## config.mk

```make
export PLATFORM = sky130hd
export DESIGN_NAME = pkt_source_tx
export DESIGN_NICKNAME = d
export VERILOG_FILES = /design/src/rtl/pkt_source_tx.sv
export SDC_FILE = /design/constraint.sdc
export NUM_CORES = 1
export LEC_CHECK = 0
export ABC_AREA = 1
export CAP_MARGIN = 20
export CORE_MARGIN = 5
export CORE_UTILIZATION = 24
export DETAILED_ROUTE_END_ITERATION = 12
export GPL_TIMING_DRIVEN = 0
export PLACE_DENSITY = 0.36
export REMOVE_ABC_BUFFERS = 1
export SLEW_MARGIN = 20
export SYNTH_ARGS = -nofsm -noshare
export SYNTH_HDL_FRONTEND = slang
export SYNTH_SLANG_ARGS = --single-unit
```

## constraint.sdc

```tcl
create_clock -name clk -period 3.05 [get_ports clk]
set_input_delay 0.4575 -clock clk [delete_from_list [all_inputs] [get_ports clk]]
set_output_delay 0.4575 -clock clk [all_outputs]
set_load 0.05 [all_outputs]
```

## src/rtl/pkt_source_tx.sv

```systemverilog
// Purpose : buffers up to 63 payload bytes, then emits header, payload and parity toward the router.
// Latency : start -> header on data_out in 1 cycle; N-byte packet occupies N+2 cycles with busy low.
// Backpressure: busy=1 holds data_out/pkt_valid and the packet position; nothing is dropped.
//
// Ports:
//   clk, resetn (synchronous, active-high)
//   wr_en/wr_data : payload byte load (IDLE only)
//   start/addr    : launch packet to port addr (0..2)
//   busy          : router backpressure
//   pkt_valid/data_out : byte stream toward router
//   ready, buf_cnt, done, cmd_err : status
// Optional feature: define PKT_SOURCE_ERR_INJECT_EN to add input inj_err, which inverts
// the parity byte of the packet it is latched with.
module pkt_source_tx (
  input  logic       clk,
  input  logic       resetn,
  input  logic       wr_en,
  input  logic [7:0] wr_data,
  input  logic       start,
  input  logic [1:0] addr,
  input  logic       busy,
`ifdef PKT_SOURCE_ERR_INJECT_EN
  input  logic       inj_err,
`endif
  output logic       pkt_valid,
  output logic [7:0] data_out,
  output logic       ready,
  output logic [5:0] buf_cnt,
  output logic       done,
  output logic       cmd_err
);

  typedef enum logic [1:0] {S_IDLE, S_HDR, S_PLD, S_PAR} state_t;

  state_t     state_q, state_d;
  logic       pkt_valid_q, pkt_valid_d;
  logic [7:0] data_out_q, data_out_d;
  logic       ready_q, ready_d;
  logic [5:0] buf_cnt_q, buf_cnt_d;
  logic       done_q, done_d;
  logic       cmd_err_q, cmd_err_d;
  logic [5:0] idx_q, idx_d;      // index of the payload byte currently on data_out
  logic [7:0] par_q, par_d;      // running XOR of bytes already accepted
  logic [7:0] par_flip;

  logic [7:0] mem_q [64];

  logic start_ok;
  logic wr_ok;
  logic last_byte;

  // buf_cnt cannot change outside IDLE, so it doubles as the packet length.
  assign start_ok  = start && (addr != 2'd3) && (buf_cnt_q != 6'd0);
  assign wr_ok     = wr_en && (state_q == S_IDLE) && !start && (buf_cnt_q != 6'd63);
  assign last_byte = (idx_q == (buf_cnt_q - 6'd1));

`ifdef PKT_SOURCE_ERR_INJECT_EN
  logic inj_q, inj_d;
  assign par_flip = {8{inj_q}};
`else
  assign par_flip = 8'h00;
`endif

  // State register
  always_ff @(posedge clk) begin
    if (resetn) state_q <= S_IDLE;
    else        state_q <= state_d;
  end

  // Next-state logic
  always_comb begin
    state_d = state_q;
    case (state_q)
      S_IDLE: if (start_ok)            state_d = S_HDR;
      S_HDR:  if (!busy)               state_d = S_PLD;
      S_PLD:  if (!busy && last_byte)  state_d = S_PAR;
      S_PAR:  if (!busy)               state_d = S_IDLE;
      default:                         state_d = S_IDLE;
    endcase
  end

  // Output / datapath next values
  always_comb begin
    pkt_valid_d = pkt_valid_q;
    data_out_d  = data_out_q;
    buf_cnt_d   = buf_cnt_q;
    idx_d       = idx_q;
    par_d       = par_q;
    done_d      = 1'b0;
    ready_d     = (state_d == S_IDLE);
`ifdef PKT_SOURCE_ERR_INJECT_EN
    inj_d       = inj_q;
`endif
    // Any dropped write and any rejected launch in IDLE is flagged.
    cmd_err_d   = (wr_en && !wr_ok) || ((state_q == S_IDLE) && start && !start_ok);

    if (wr_ok) buf_cnt_d = buf_cnt_q + 6'd1;

    case (state_q)
      S_IDLE: begin
        if (start_ok) begin
          pkt_valid_d = 1'b1;
          data_out_d  = {buf_cnt_q, addr};
          par_d       = {buf_cnt_q, addr};
          idx_d       = 6'd0;
`ifdef PKT_SOURCE_ERR_INJECT_EN
          inj_d       = inj_err;
`endif
        end
      end
      S_HDR: begin
        if (!busy) begin
          data_out_d = mem_q[6'd0];
          idx_d      = 6'd0;
        end
      end
      S_PLD: begin
        if (!busy) begin
          par_d = par_q ^ data_out_q;
          if (last_byte) begin
            pkt_valid_d = 1'b0;
            data_out_d  = par_q ^ data_out_q ^ par_flip;
          end else begin
            idx_d      = idx_q + 6'd1;
            data_out_d = mem_q[idx_q + 6'd1];
          end
        end
      end
      S_PAR: begin
        if (!busy) begin
          pkt_valid_d = 1'b0;
          data_out_d  = 8'h00;
          buf_cnt_d   = 6'd0;
          done_d      = 1'b1;
        end
      end
      default: ;
    endcase
  end

  always_ff @(posedge clk) begin
    if (resetn) begin
      pkt_valid_q <= 1'b0;
      data_out_q  <= 8'h00;
      ready_q     <= 1'b1;
      buf_cnt_q   <= 6'd0;
      done_q      <= 1'b0;
      cmd_err_q   <= 1'b0;
      idx_q       <= 6'd0;
      par_q       <= 8'h00;
`ifdef PKT_SOURCE_ERR_INJECT_EN
      inj_q       <= 1'b0;
`endif
    end else begin
      pkt_valid_q <= pkt_valid_d;
      data_out_q  <= data_out_d;
      ready_q     <= ready_d;
      buf_cnt_q   <= buf_cnt_d;
      done_q      <= done_d;
      cmd_err_q   <= cmd_err_d;
      idx_q       <= idx_d;
      par_q       <= par_d;
`ifdef PKT_SOURCE_ERR_INJECT_EN
      inj_q       <= inj_d;
`endif
    end
  end

  // Payload storage is never cleared; only buf_cnt decides what is valid.
  always_ff @(posedge clk) begin
    if (wr_ok) mem_q[buf_cnt_q] <= wr_data;
  end

  assign pkt_valid = pkt_valid_q;
  assign data_out  = data_out_q;
  assign ready     = ready_q;
  assign buf_cnt   = buf_cnt_q;
  assign done      = done_q;
  assign cmd_err   = cmd_err_q;

endmodule
```

==> impl_metrics.yaml <==
detailed_routing:
  drc: 0
  vias_per_cell: 4.498
  wirelength_mm: 73.74
  vias: 15230
  dr.pass1.iters: 5
  drt-initial-drc-count: 1147
  post_drt_wl_per_cell_um: 21.77
  ant_nets: 0
die:
  die_area_um2: 101400
  die_h_um: 318.5
  initial_core_util_pct: 24.11
  std_cell_rows: 113
  coreArea_um2: 94730
  die_w_um: 318.5
  ioPinCount: 33
clocking:
  cts-root-buf: "clkbuf_16"
  clock_path_buffers: 3
  cts.sinks: 546
  cts_buffers: 60
  cts_tree: "yes"
  htree_levels: 2
  clock_latency_ns: 0.64
  ctsHoldBuffers: 0
  clk_pin_slew_ns: 0.06
finish:
  drive_above_1_share_pct: 11.32
  fin_cells: 3387
  layout.nets: 2087
  nFillCells: 9859
  final_cell_mix: "615 x nand2_1, 521 x nand3_1, 512 x edfxtp_1"
  final_util_pct: 28.85
  layout_commonest_cell: "nand2_1"
  multiInputGateArea_um2: 6222
  seq_area_um2: 16060
  syn2layout_area_growth_pct: 19.68
grt:
  grt_pass1_vias: 14610
  grt_pass1_wl_mm: 104.6
  track_usage_pct: 13.83
  grt_max_degree: 62
  grt_overflow: 0
  antenna_found_initial: 0
placed_design:
  dp_hpwl_mm: 41.81
  portBuffers: 32
  dp_cells: 3244
  routabilityCongestion: 0.7656
synthesis:
  yosys_warnings: 0
  syn_area_per_cell_um2: 11.20
  ys_ff_latch: 546
  seq_area_frac_synth_pct: 70.31
  ys_types: 35
  netlist_area_um2: 22830
  synthCells: 2039
flow_run:
  maxCapViolCount: 0
timing:
  setup_tns_ns: -16.16
  setup_ws_ns: -0.2311
  fin_crit_sh_pct: 107.6
  fin_crit_ns: 3.281
  drv_slew: 0
  fmax_mhz: 304.8
  hold_violations: 0
  rsz0062_at_grt: "true"
  fin_worst_skew_ns: 0.02451
  worstMarginPinSlew_ns: 1.099
  setup-violations-final: 85
  slew_headroom_pct: 26.57
critical_path:
  cp-end-kind: "flop"
  crit_type: "reg -> reg"
  reg2reg_depth: 7
  cp-start-kind: "flop"
  cp.arrival_ns: 3.53
  cp_max_fo: 13
  crit_required_ns: 3.30
power_and_ir_drop:
  peakVddDrop_uv: 408.2
  power_density_nw_per_um2: 595.6
  leakage_nw: 9.267
status:
  outcome: "complete, but fails checks"
  violations: "negative setup slack"
min_path:
  hold-path-cell-count: 1
  hold_class: "in -> reg"
[synthesized netlist by cell type (all sizes together)]
cell type,instances,area share (%)
nand2,620,10
nand3,524,12
edfxtp,512,67
nor2,102,2.0
buf,99,2.4
inv,46,0.77
dfxtp,34,3.0
a21oi,27,0.66
o21ai,22,0.52
clkbuf,18,0.30
xor2,10,0.45
a31oi,8,0.22
nor3,5,0.15
ha,4,0.22
nand4,3,0.082
a211oi,2,0.066
nand3b,1,0.033
nor4,1,0.055
or2,1,0.027
[path summary, 6_finish.rpt]
path	start	end	slack (ns)
min reg2reg	data_out[0]	data_out[0]	0.50
min	wr_data[1]	mem_q[12][1]	0.24
max	buf_cnt[4]	mem_q[61][4]	-0.23
max reg2reg	buf_cnt[4]	mem_q[61][4]	-0.23
[through the flow]
step                area (µm²)  total power (W)  hold WS, ns  worst slack, ns
finish                   27330          0.01628       0.2395          -0.2311
global route             27320          0.01691       0.2069          -0.3784
CTS                      27180          0.01649       0.1904          -0.3481
detailed placement       24730         0.009398       0.4957          -0.9150
global placement         24120         0.009429       0.4939           -20.69
floorplan                22210         0.008962       0.4859           -7.188
[layer usage]
| layer | vias up | routed length (µm) | global-route usage (%) |
|---|---|---|---|
| met4 | 0 | 1829 | 3.913 |
| met5 | - | 0 | 0 |
| met1 | 7557 | 33510 | 19.31 |
| li1 | 7254 | - | - |
| met3 | 86 | 2882 | 1.760 |
| met2 | 337 | 35510 | 22.74 |
[critical path, stage by stage, from the launching register on]
cell and delay (ns):
dfxtp_2 0.45, nand2_1 0.19, nor2_1 0.08, inv_1 0.29
o21ai_2 0.17, nor2_2 0.27, nand3_2 0.60, nor2_1 0.84
[area by class of cell]
| class | count | area share [%] |
|---|---|---|
| Clock buffer | 80 | 5.915 |
| Sequential cell | 546 | 58.78 |
| Clock inverter | 34 | 0.9523 |
| Multi-Input combinational cell | 1330 | 22.77 |
| Timing Repair Buffer | 84 | 5.000 |
| Tap cell | 1265 | 5.792 |
| Antenna cell | 2 | 0.01831 |
| Inverter | 46 | 0.7738 |
[state kept, by name (all words and copies together) (netlist names)]
| signal | count |
|---|---|
| mem_q | 512 |
| data_out | 8 |
| par_q | 8 |
| buf_cnt | 6 |
| idx_q | 6 |
| state_q | 2 |
| cmd_err | 1 |
| done | 1 |
| pkt_valid | 1 |
| ready | 1 |
[logic make-up (layout without fill, tap and decap cells)]
logic type / after synthesis / in the layout / synth area share [%]
DFF: 546 / 546 / 70.31
other: 0 / 2 / 0
adders and majority gates: 4 / 4 / 0.2192
buffers and inverters: 163 / 244 / 3.485
AOI/OAI and AO/OA: 59 / 59 / 1.458
xor gates and xnor gates: 10 / 10 / 0.4493
and+or+nand+nor: 1257 / 1257 / 24.08
[power by group]
part / switching (W) / total [W] / internal, W
logic: 0.000697 / 0.000981 / 0.000284
registers: 0.0000531 / 0.00830 / 0.00825
clock network: 0.00303 / 0.00700 / 0.00396
total: 0.00378 / 0.0163 / 0.0125
[what timing repair did]
action                     in CTS  in global routing
setup endpoints to repair     478                184
hold endpoints to repair        0                  0
pin swaps                       3                  1
gates cloned                    7                  3
gates resized for setup        58                 20
buffers inserted               14                  3
(Power assumes the default switching activity.)
